$ cat config.mk
export PLATFORM = sky130hd
export DESIGN_NAME = mips_instr_encoder
export DESIGN_NICKNAME = d
export VERILOG_FILES = /design/src/rtl/mips_instr_encoder.sv
export SDC_FILE = /design/constraint.sdc
export NUM_CORES = 1
export LEC_CHECK = 0
export ABC_CLOCK_PERIOD_IN_PS = 7800
export BUFFER_PORTS_ARGS = -buffer_cell sky130_fd_sc_hd__buf_4
export CAP_MARGIN = 10
export CORE_MARGIN = 3
export CORE_UTILIZATION = 57
export CTS_CLUSTER_SIZE = 40
export DETAILED_ROUTE_END_ITERATION = 8
export GPL_TIMING_DRIVEN = 0
export PLACE_DENSITY = 0.87
export SYNTH_ARGS = -nofsm -noshare
export SYNTH_HDL_FRONTEND = slang
export SYNTH_SLANG_ARGS = --single-unit
$ cat constraint.sdc
create_clock -name clk -period 7.8 [get_ports clk]
set_clock_uncertainty 0.2 [all_clocks]
set_input_delay 0 -clock clk [delete_from_list [all_inputs] [get_ports clk]]
set_output_delay 0 -clock clk [all_outputs]
set_load 0.01 [all_outputs]
$ cat src/rtl/mips_instr_encoder.sv
// MIPS32 instruction encoder with tagged output FIFO.
// Define MIPS_ENC_PARITY_EN to add the out_par port.
module mips_instr_encoder #(
  parameter int ADDR_W     = 10,
  parameter int FIFO_DEPTH = 2
) (
  input  logic              clk,
  input  logic              rst,
  input  logic              in_valid,
  output logic              in_ready,
  input  logic [4:0]        mnem,
  input  logic [4:0]        rs,
  input  logic [4:0]        rt,
  input  logic [4:0]        rd,
  input  logic [15:0]       imm,
  input  logic [25:0]       target,
  input  logic              addr_load,
  input  logic [ADDR_W-1:0] addr_base,
  output logic              out_valid,
  input  logic              out_ready,
  output logic [31:0]       out_word,
  output logic [ADDR_W-1:0] out_addr,
  output logic              err,
  input  logic              err_clr,
`ifdef MIPS_ENC_PARITY_EN
  output logic              out_par,
`endif
  output logic              wrapped
);

  localparam int PW = $clog2(FIFO_DEPTH);

  typedef struct packed {
`ifdef MIPS_ENC_PARITY_EN
    logic              par;
`endif
    logic [31:0]       word;
    logic [ADDR_W-1:0] addr;
  } ent_t;

  ent_t              mem_q [FIFO_DEPTH];
  ent_t              ent;
  ent_t              head;
  logic [PW:0]       wr_q, wr_d;
  logic [PW:0]       rd_q, rd_d;
  logic [ADDR_W-1:0] cnt_q, cnt_d;
  logic [ADDR_W-1:0] base_sel;
  logic              err_q, err_d;
  logic              wrap_q, wrap_d;
  logic [5:0]        fn, opc;
  logic [4:0]        rs_e;
  logic [31:0]       word;
  logic              is_r, is_i, is_j;
  logic              ok_mnem;
  logic              acc, push, pop;
  logic              full, empty;

  always_comb begin
    fn  = 6'h00;
    opc = 6'h00;
    case (mnem)
      5'd0:  fn  = 6'h20;
      5'd1:  fn  = 6'h22;
      5'd2:  fn  = 6'h24;
      5'd3:  fn  = 6'h25;
      5'd4:  fn  = 6'h2a;
      5'd5:  fn  = 6'h26;
      5'd6:  fn  = 6'h21;
      5'd7:  fn  = 6'h23;
      5'd8:  fn  = 6'h2b;
      5'd9:  opc = 6'h23;
      5'd10: opc = 6'h08;
      5'd11: opc = 6'h09;
      5'd12: opc = 6'h0c;
      5'd13: opc = 6'h0d;
      5'd14: opc = 6'h0e;
      5'd15: opc = 6'h0a;
      5'd16: opc = 6'h0b;
      5'd17: opc = 6'h0f;
      5'd18: opc = 6'h2b;
      5'd19: opc = 6'h04;
      5'd20: opc = 6'h05;
      default: ;
    endcase
  end

  // LUI has no source operand, so rs is forced to zero.
  assign is_r    = (mnem <= 5'd8);
  assign is_i    = (mnem >= 5'd9) && (mnem <= 5'd20);
  assign is_j    = (mnem == 5'd21);
  assign ok_mnem = is_r | is_i | is_j;
  assign rs_e    = (mnem == 5'd17) ? 5'd0 : rs;

  always_comb begin
    word = 32'h0;
    unique case (1'b1)
      is_r:    word = {6'h00, rs, rt, rd, 5'b0, fn};
      is_i:    word = {opc, rs_e, rt, imm};
      is_j:    word = {6'h02, target};
      default: word = 32'h0;
    endcase
  end

  assign empty = (wr_q == rd_q);
  assign full  = (wr_q[PW] != rd_q[PW]) &&
                 (wr_q[PW-1:0] == rd_q[PW-1:0]);

  assign in_ready = rst & ~full;
  assign acc      = in_valid & in_ready;
  assign push     = acc & ok_mnem;
  assign pop      = out_valid & out_ready;
  assign base_sel = addr_load ? addr_base : cnt_q;

  always_comb begin
    ent      = '0;
    ent.word = word;
    ent.addr = base_sel;
`ifdef MIPS_ENC_PARITY_EN
    ent.par  = ^word;
`endif
  end

  always_comb begin
    cnt_d  = cnt_q;
    wrap_d = wrap_q;
    if (push) begin
      cnt_d = base_sel + ADDR_W'(1);
      if (&base_sel) wrap_d = 1'b1;
    end else if (addr_load) begin
      cnt_d = addr_base;
    end
    err_d = (err_q & ~err_clr) | (acc & ~ok_mnem);
    wr_d  = wr_q + {{PW{1'b0}}, push};
    rd_d  = rd_q + {{PW{1'b0}}, pop};
  end

  always_ff @(posedge clk or negedge rst) begin
    if (!rst) begin
      wr_q   <= '0;
      rd_q   <= '0;
      cnt_q  <= '0;
      err_q  <= 1'b0;
      wrap_q <= 1'b0;
    end else begin
      wr_q   <= wr_d;
      rd_q   <= rd_d;
      cnt_q  <= cnt_d;
      err_q  <= err_d;
      wrap_q <= wrap_d;
    end
  end

  // Storage needs no reset: the head is masked while empty.
  always_ff @(posedge clk) begin
    if (push) mem_q[wr_q[PW-1:0]] <= ent;
  end

  assign head      = mem_q[rd_q[PW-1:0]];
  assign out_valid = ~empty;
  assign out_word  = out_valid ? head.word : 32'h0;
  assign out_addr  = out_valid ? head.addr : '0;
  assign err       = err_q;
  assign wrapped   = wrap_q;
`ifdef MIPS_ENC_PARITY_EN
  assign out_par   = out_valid & head.par;
`endif

endmodule

# After elaboration in Yosys (flattened, before gate mapping)
# Memories as Yosys holds them, arrays and structs flattened.
# Index checks and enable logic that the tools add are counted.
# word_totals
register_bits	16
mem_bits_rw	84
inputBits	78
word_cells	63
memories	1
# memory_table
memory	words	word_bits	rd	rd_ports_with_merged_regs	wr	line	text
mem_q	2	42	1	0	1	41	ent_t mem_q [FIFO_DEPTH];
# classes
n_addsub	3
magnitude_cmp	3
n_eq_ne	24
mux	10
bitwise_logic	13
reduce_logical	4
# ops
operator	n
32-bit one-hot mux with 3 select lines	1
6-bit one-hot mux with 12 select lines	1
6-bit one-hot mux with 9 select lines	1
5-bit by 4-bit == test with 1-bit output, second input constant	8
32-bit 2-to-1 mux	1
5-bit == test, second input constant	6
10-bit 2-to-1 mux	3
5-bit by 3-bit == test with 1-bit output, second input constant	4
11-bit AND reduction	1
10-bit by 1-bit adder with 10-bit output, second input constant	1
5-bit by 2-bit == test with 1-bit output, second input constant	2
1-bit AND	6
5-bit by 1-bit == test with 1-bit output, second input constant	1
5-bit by 4-bit >= comparator with 1-bit output, second input constant	1
5-bit by 4-bit less-or-equal comparator with 1-bit output, second input constant	1
5-bit less-or-equal comparator, second input constant	1
5-bit zero test	1
5-bit 2-to-1 mux	1
2-bit by 1-bit adder with 2-bit output	2
1-bit NOT	4
1-bit OR	3
2-bit == test	1
1-bit logical AND	2
1-bit 2-to-1 mux	2
2 further kinds	2

# Logic depth before layout (Yosys ltp)
# depth
word_depth	8
ltp_mapped	7
depth_no_buf	6

# Worst setup path after synthesis
# OpenSTA, ideal clock, no wires.
# synth_timing
path_type	register to register
start	reg rd_q[0]
end	mem mem_q[1][0] in the netlist's numbering (enable)
setup_time_ps	404
arrival_ps	2264
t_required_ps	7196
slack_ps	4932
path_stages_with_launch	6
path_buffers	2
synth_period_minus_slack_ps	2868
path_cell_list	dfrtp_1 > buf_4 > xnor2_2 > a221oi_4 > buf_6 > ha_1
# synth_between
elab_chain_len	8
# synth_rtl
element	line	text
start, declared	45	logic [PW:0] rd_q, rd_d;
start signal, assigned	146	rd_q <= rd_d;
1-bit == test	106	(wr_q[PW-1:0] == rd_q[PW-1:0]);
1-bit logical AND	105	assign full = (wr_q[PW] != rd_q[PW]) &&
1-bit NOT	108	assign in_ready = rst & ~full;
1-bit AND	108	
1-bit AND	109	assign acc = in_valid & in_ready;
1-bit AND	110	assign push = acc & ok_mnem;
1-bit 2-to-1 mux	155	if (push) mem_q[wr_q[PW-1:0]] <= ent;
1-bit 2-to-1 mux (not written as such)	155	
end, declared	41	
# No other way between the ends.

# Final worst setup path
# layout_timing
start	in mnem[1]
end	mem mem_q[1][21] in the netlist's numbering, data pin
# layout_between
elab_chain_len	3
# layout_rtl
element	line	text
start, declared	11	input logic [4:0] mnem,
5-bit by 4-bit >= comparator with 1-bit output or 5-bit less-or-equal comparator (tied branches)	89	assign is_i = (mnem >= 5'd9) && (mnem <= 5'd20);
1-bit logical AND	89	
32-bit one-hot mux with 3 select lines *	96	unique case (1'b1)
net word[11]	52	logic [31:0] word;
# Mark *: on every way through the listed nets, which the timed path passes. The rest lies on a longest branch.

==> results.yml <==
global_routing:
  grt_pass1_vias: 4348
  grt_pass1_wl_um: 22800
  grt_max_degree: 29
  overflow: 0
  antenna_found_initial: 0
  grtUsageTotal: 0.309
power:
  p_int_w: 0.00126
  seqPwrFrac: 0.340
  total_power_w: 0.00202
  p_leak_nw: 2.90
  swShare: 0.377
  clkPwrFrac: 0.171
  ir_worst_vdd_uv: 250
  p_per_area_nw_per_um2: 301
  switching_power_w: 0.000762
  power_frac_comb: 0.489
critical_path:
  slowest_stage: "dlygate4sd3_1"
  cp-start-kind: "input pin"
  crit_chain: "dlygate4sd3_1 -> buf_4 -> nor2b_1 -> and3_1 -> buf_2 -> a22oi_1 -> dlygate4sd3_1 -> o21ai_1 -> dlygate4sd3_1"
  r2r_start: "rd_q[0]"
  cp_max_fo: 10
  critical_path_class: "input pin to flop"
  max_stage_delay_ns: 0.61
  path_common_cell: "dlygate4sd3_1"
  worstPathArrival_ns: 3.22
  worst_setup_path_end_kind: "flop"
  reg2reg_depth: 6
  cp-startpoint: "mnem[1]"
  worstPathRequired_ns: 7.84
die:
  io_pins: 124
  chipHeight_um: 96.6
  start_util: 0.596
  die_w_um: 96.6
  die-area_sq_um: 9340
  rows: 32
  core-area_sq_um: 7850
sta:
  tightest_slew_ns: 0.833
  finalMaxSlewViolations: 0
  period_needed_ns: 3.18
  hold_violations: 0
  fin_tns_setup_ns: 0
  grt_setup_unrepaired: "no"
  min_period_over_period: 0.408
  finalSetupViolCount: 0
  slew-limit-headroom: 0.442
  maxClockFrequency_mhz: 314
worst_hold_path:
  holdCritPathClass: "input pin to flop"
  hold_start: "mnem[3]"
  whs_path_depth: 5
placed_design:
  portBuffers: 121
  gp_congestion: 0.871
  dp_hpwl_um: 7850
routing:
  drcViolationCount: 0
  wire_per_inst_um: 21.5
  firstDrtPassIters: 5
  vias_per_cell: 6.06
  vias: 4116
  drtIter0Drc: 399
  wl_um: 14600
  ant_nets: 0
outcome:
  outcome: "complete, no violations"
synth:
  synthTopCellsByArea: "edfxtp_1 (53%), mux2i_1 (9.4%), dfrtp_1 (8.6%), nor2_1 (4.0%), a22o_1 (3.0%)"
  synth.most_common_cell: "edfxtp_1"
  synth.cell_area_sq_um: 4680
  ys_async_sr_fraction: 0.163
  synthTopCellsByCount: "edfxtp_1 (82), nor2_1 (50), mux2i_1 (44)"
  yosysWarnings: 0
  ys_dominant_reg_cell: "edfxtp_1"
  syn-instance-count: 362
  synth_fp_nets: 444
  yosys.area.top_type: "edfxtp_1"
  avgSynthCellArea_sq_um: 12.9
  synth-seq-area-share: 0.612
  synth_top_cell_area_share: 0.526
  synth_seq_cells: 98
  synth_cell_type_count: 52
  synth_enable_flop_cells: 82
clock_tree:
  cts-htree-levels: 3
  cts_buffer_depth: 2
  clk_latency_ns: 0.36
  clkSinkCount: 98
  cts_buffers: 9
  cts_tree: "yes"
  clk_pin_slew_ns: 0.11
  cts-root-buf: "clkbuf_8"
  post_cts_buffers: 0
run:
  maxCapViolations: 0
cells_and_area:
  fin_nets: 654
  syn_to_final_growth_pct: 43.7
  drive_above_1_share: 0.291
  n_antenna_cell: 0
  fill_cells: 376
-- metrics by stage --
stage | area (sq um) | util | hold slack, ns | setup slack [ns] | instances
after floorplan | 4680 | - | -0.496 | 4.93 | 362
final | 6730 | 0.857 | 0.0580 | 4.62 | 679
after global placement | 5720 | 0.728 | -0.327 | 4.33 | 585
after CTS | 6730 | 0.857 | 0.0182 | 4.90 | 679
after global routing | 6730 | 0.857 | 0.0736 | 4.53 | 679
after detailed placement | 5760 | 0.734 | -0.323 | 5.21 | 587
-- repair_timing --
action                                 4_1_cts  5_1_grt
hold buffers                                76        0
resized for setup                            0        0
endpoints found under the hold margin      106        0
-- layer usage --
metal  vias up  track usage  part of all wire
met5         -            0                 0
li1       1764            -                 -
met1      1950        0.379              0.35
met3        79       0.0490             0.081
met4         0        0.152             0.053
met2       323        0.532              0.51
-- logic make-up after synthesis --
family	synth area share
buffers and inverters	0.0326
and+or+nand+nor	0.0922
DFF	0.612
other	0.000801
xor gates and xnor gates	0.0259
muxes	0.117
AOI/OAI and AO/OA	0.110
adders and majority gates	0.0107
-- worst paths after layout --
path | slack [ns] | endpoint
min in group asynchronous | 0.58 | cnt_q[6]
setup / recovery | 4.62 | mem_q[1][21]
max in group asynchronous | 6.37 | cnt_q[4]
setup reg to reg | 5.10 | mem_q[1][38]
hold / removal | 0.06 | cnt_q[9]
hold reg to reg | 0.29 | wrapped
-- sequential cells by signal (all words and copies together) (netlist names) --
signal,count
cnt_q,10
rd_q,2
wr_q,2
err,1
wrapped,1
mem_q,82
-- worst max-delay path, delay by kind of cell --
kind	cells	cell delay, ns
buffers and inverters	5	2.20
and+or+nand+nor	2	0.78
AOI/OAI and AO/OA	2	0.25
-- layout make-up --
type	instances	area, sq um	share of cell area
repair buffers	199	1710	0.254
plain buffers	25	126	0.0188
flip-flops and latches	98	2860	0.426
well taps	102	128	0.0190
clock buffers	10	128	0.0190
clock inverters	6	75.1	0.0112
inverters	7	26.3	0.00391
multi-input cells	232	1670	0.248
-- placed cells by master, fill, tap and decap left out, types with 3 or more instances in the layout --
master         instances
a21o_1                 3
a21oi_1                7
a22o_1                16
a22oi_1                6
a2bb2oi_1              3
buf_2                 14
buf_4                123
clkbuf_1               9
clkbuf_8               9
dfrtp_1               16
dlygate4sd3_1         76
edfxtp_1              82
inv_1                  4
inv_2                  3
mux2_1                 3
mux2_2                 5
mux2i_1               44
nand2_1               15
nand4_1                5
nor2_1                50
nor2b_1               10
o21ai_1               11
xnor2_1                8
xor2_1                 4
-- power by group through the flow --
stage                     registers (W)  clock network [W]  logic [W]
after floorplan                0.000688                  0   0.000498
after global placement         0.000691                  0   0.000888
after detailed placement       0.000693                  0   0.000916
after CTS                      0.000681           0.000337   0.000954
after global routing           0.000690           0.000366    0.00104
final                          0.000686           0.000346   0.000989
Note: power is estimated with default switching activity, not from simulation.
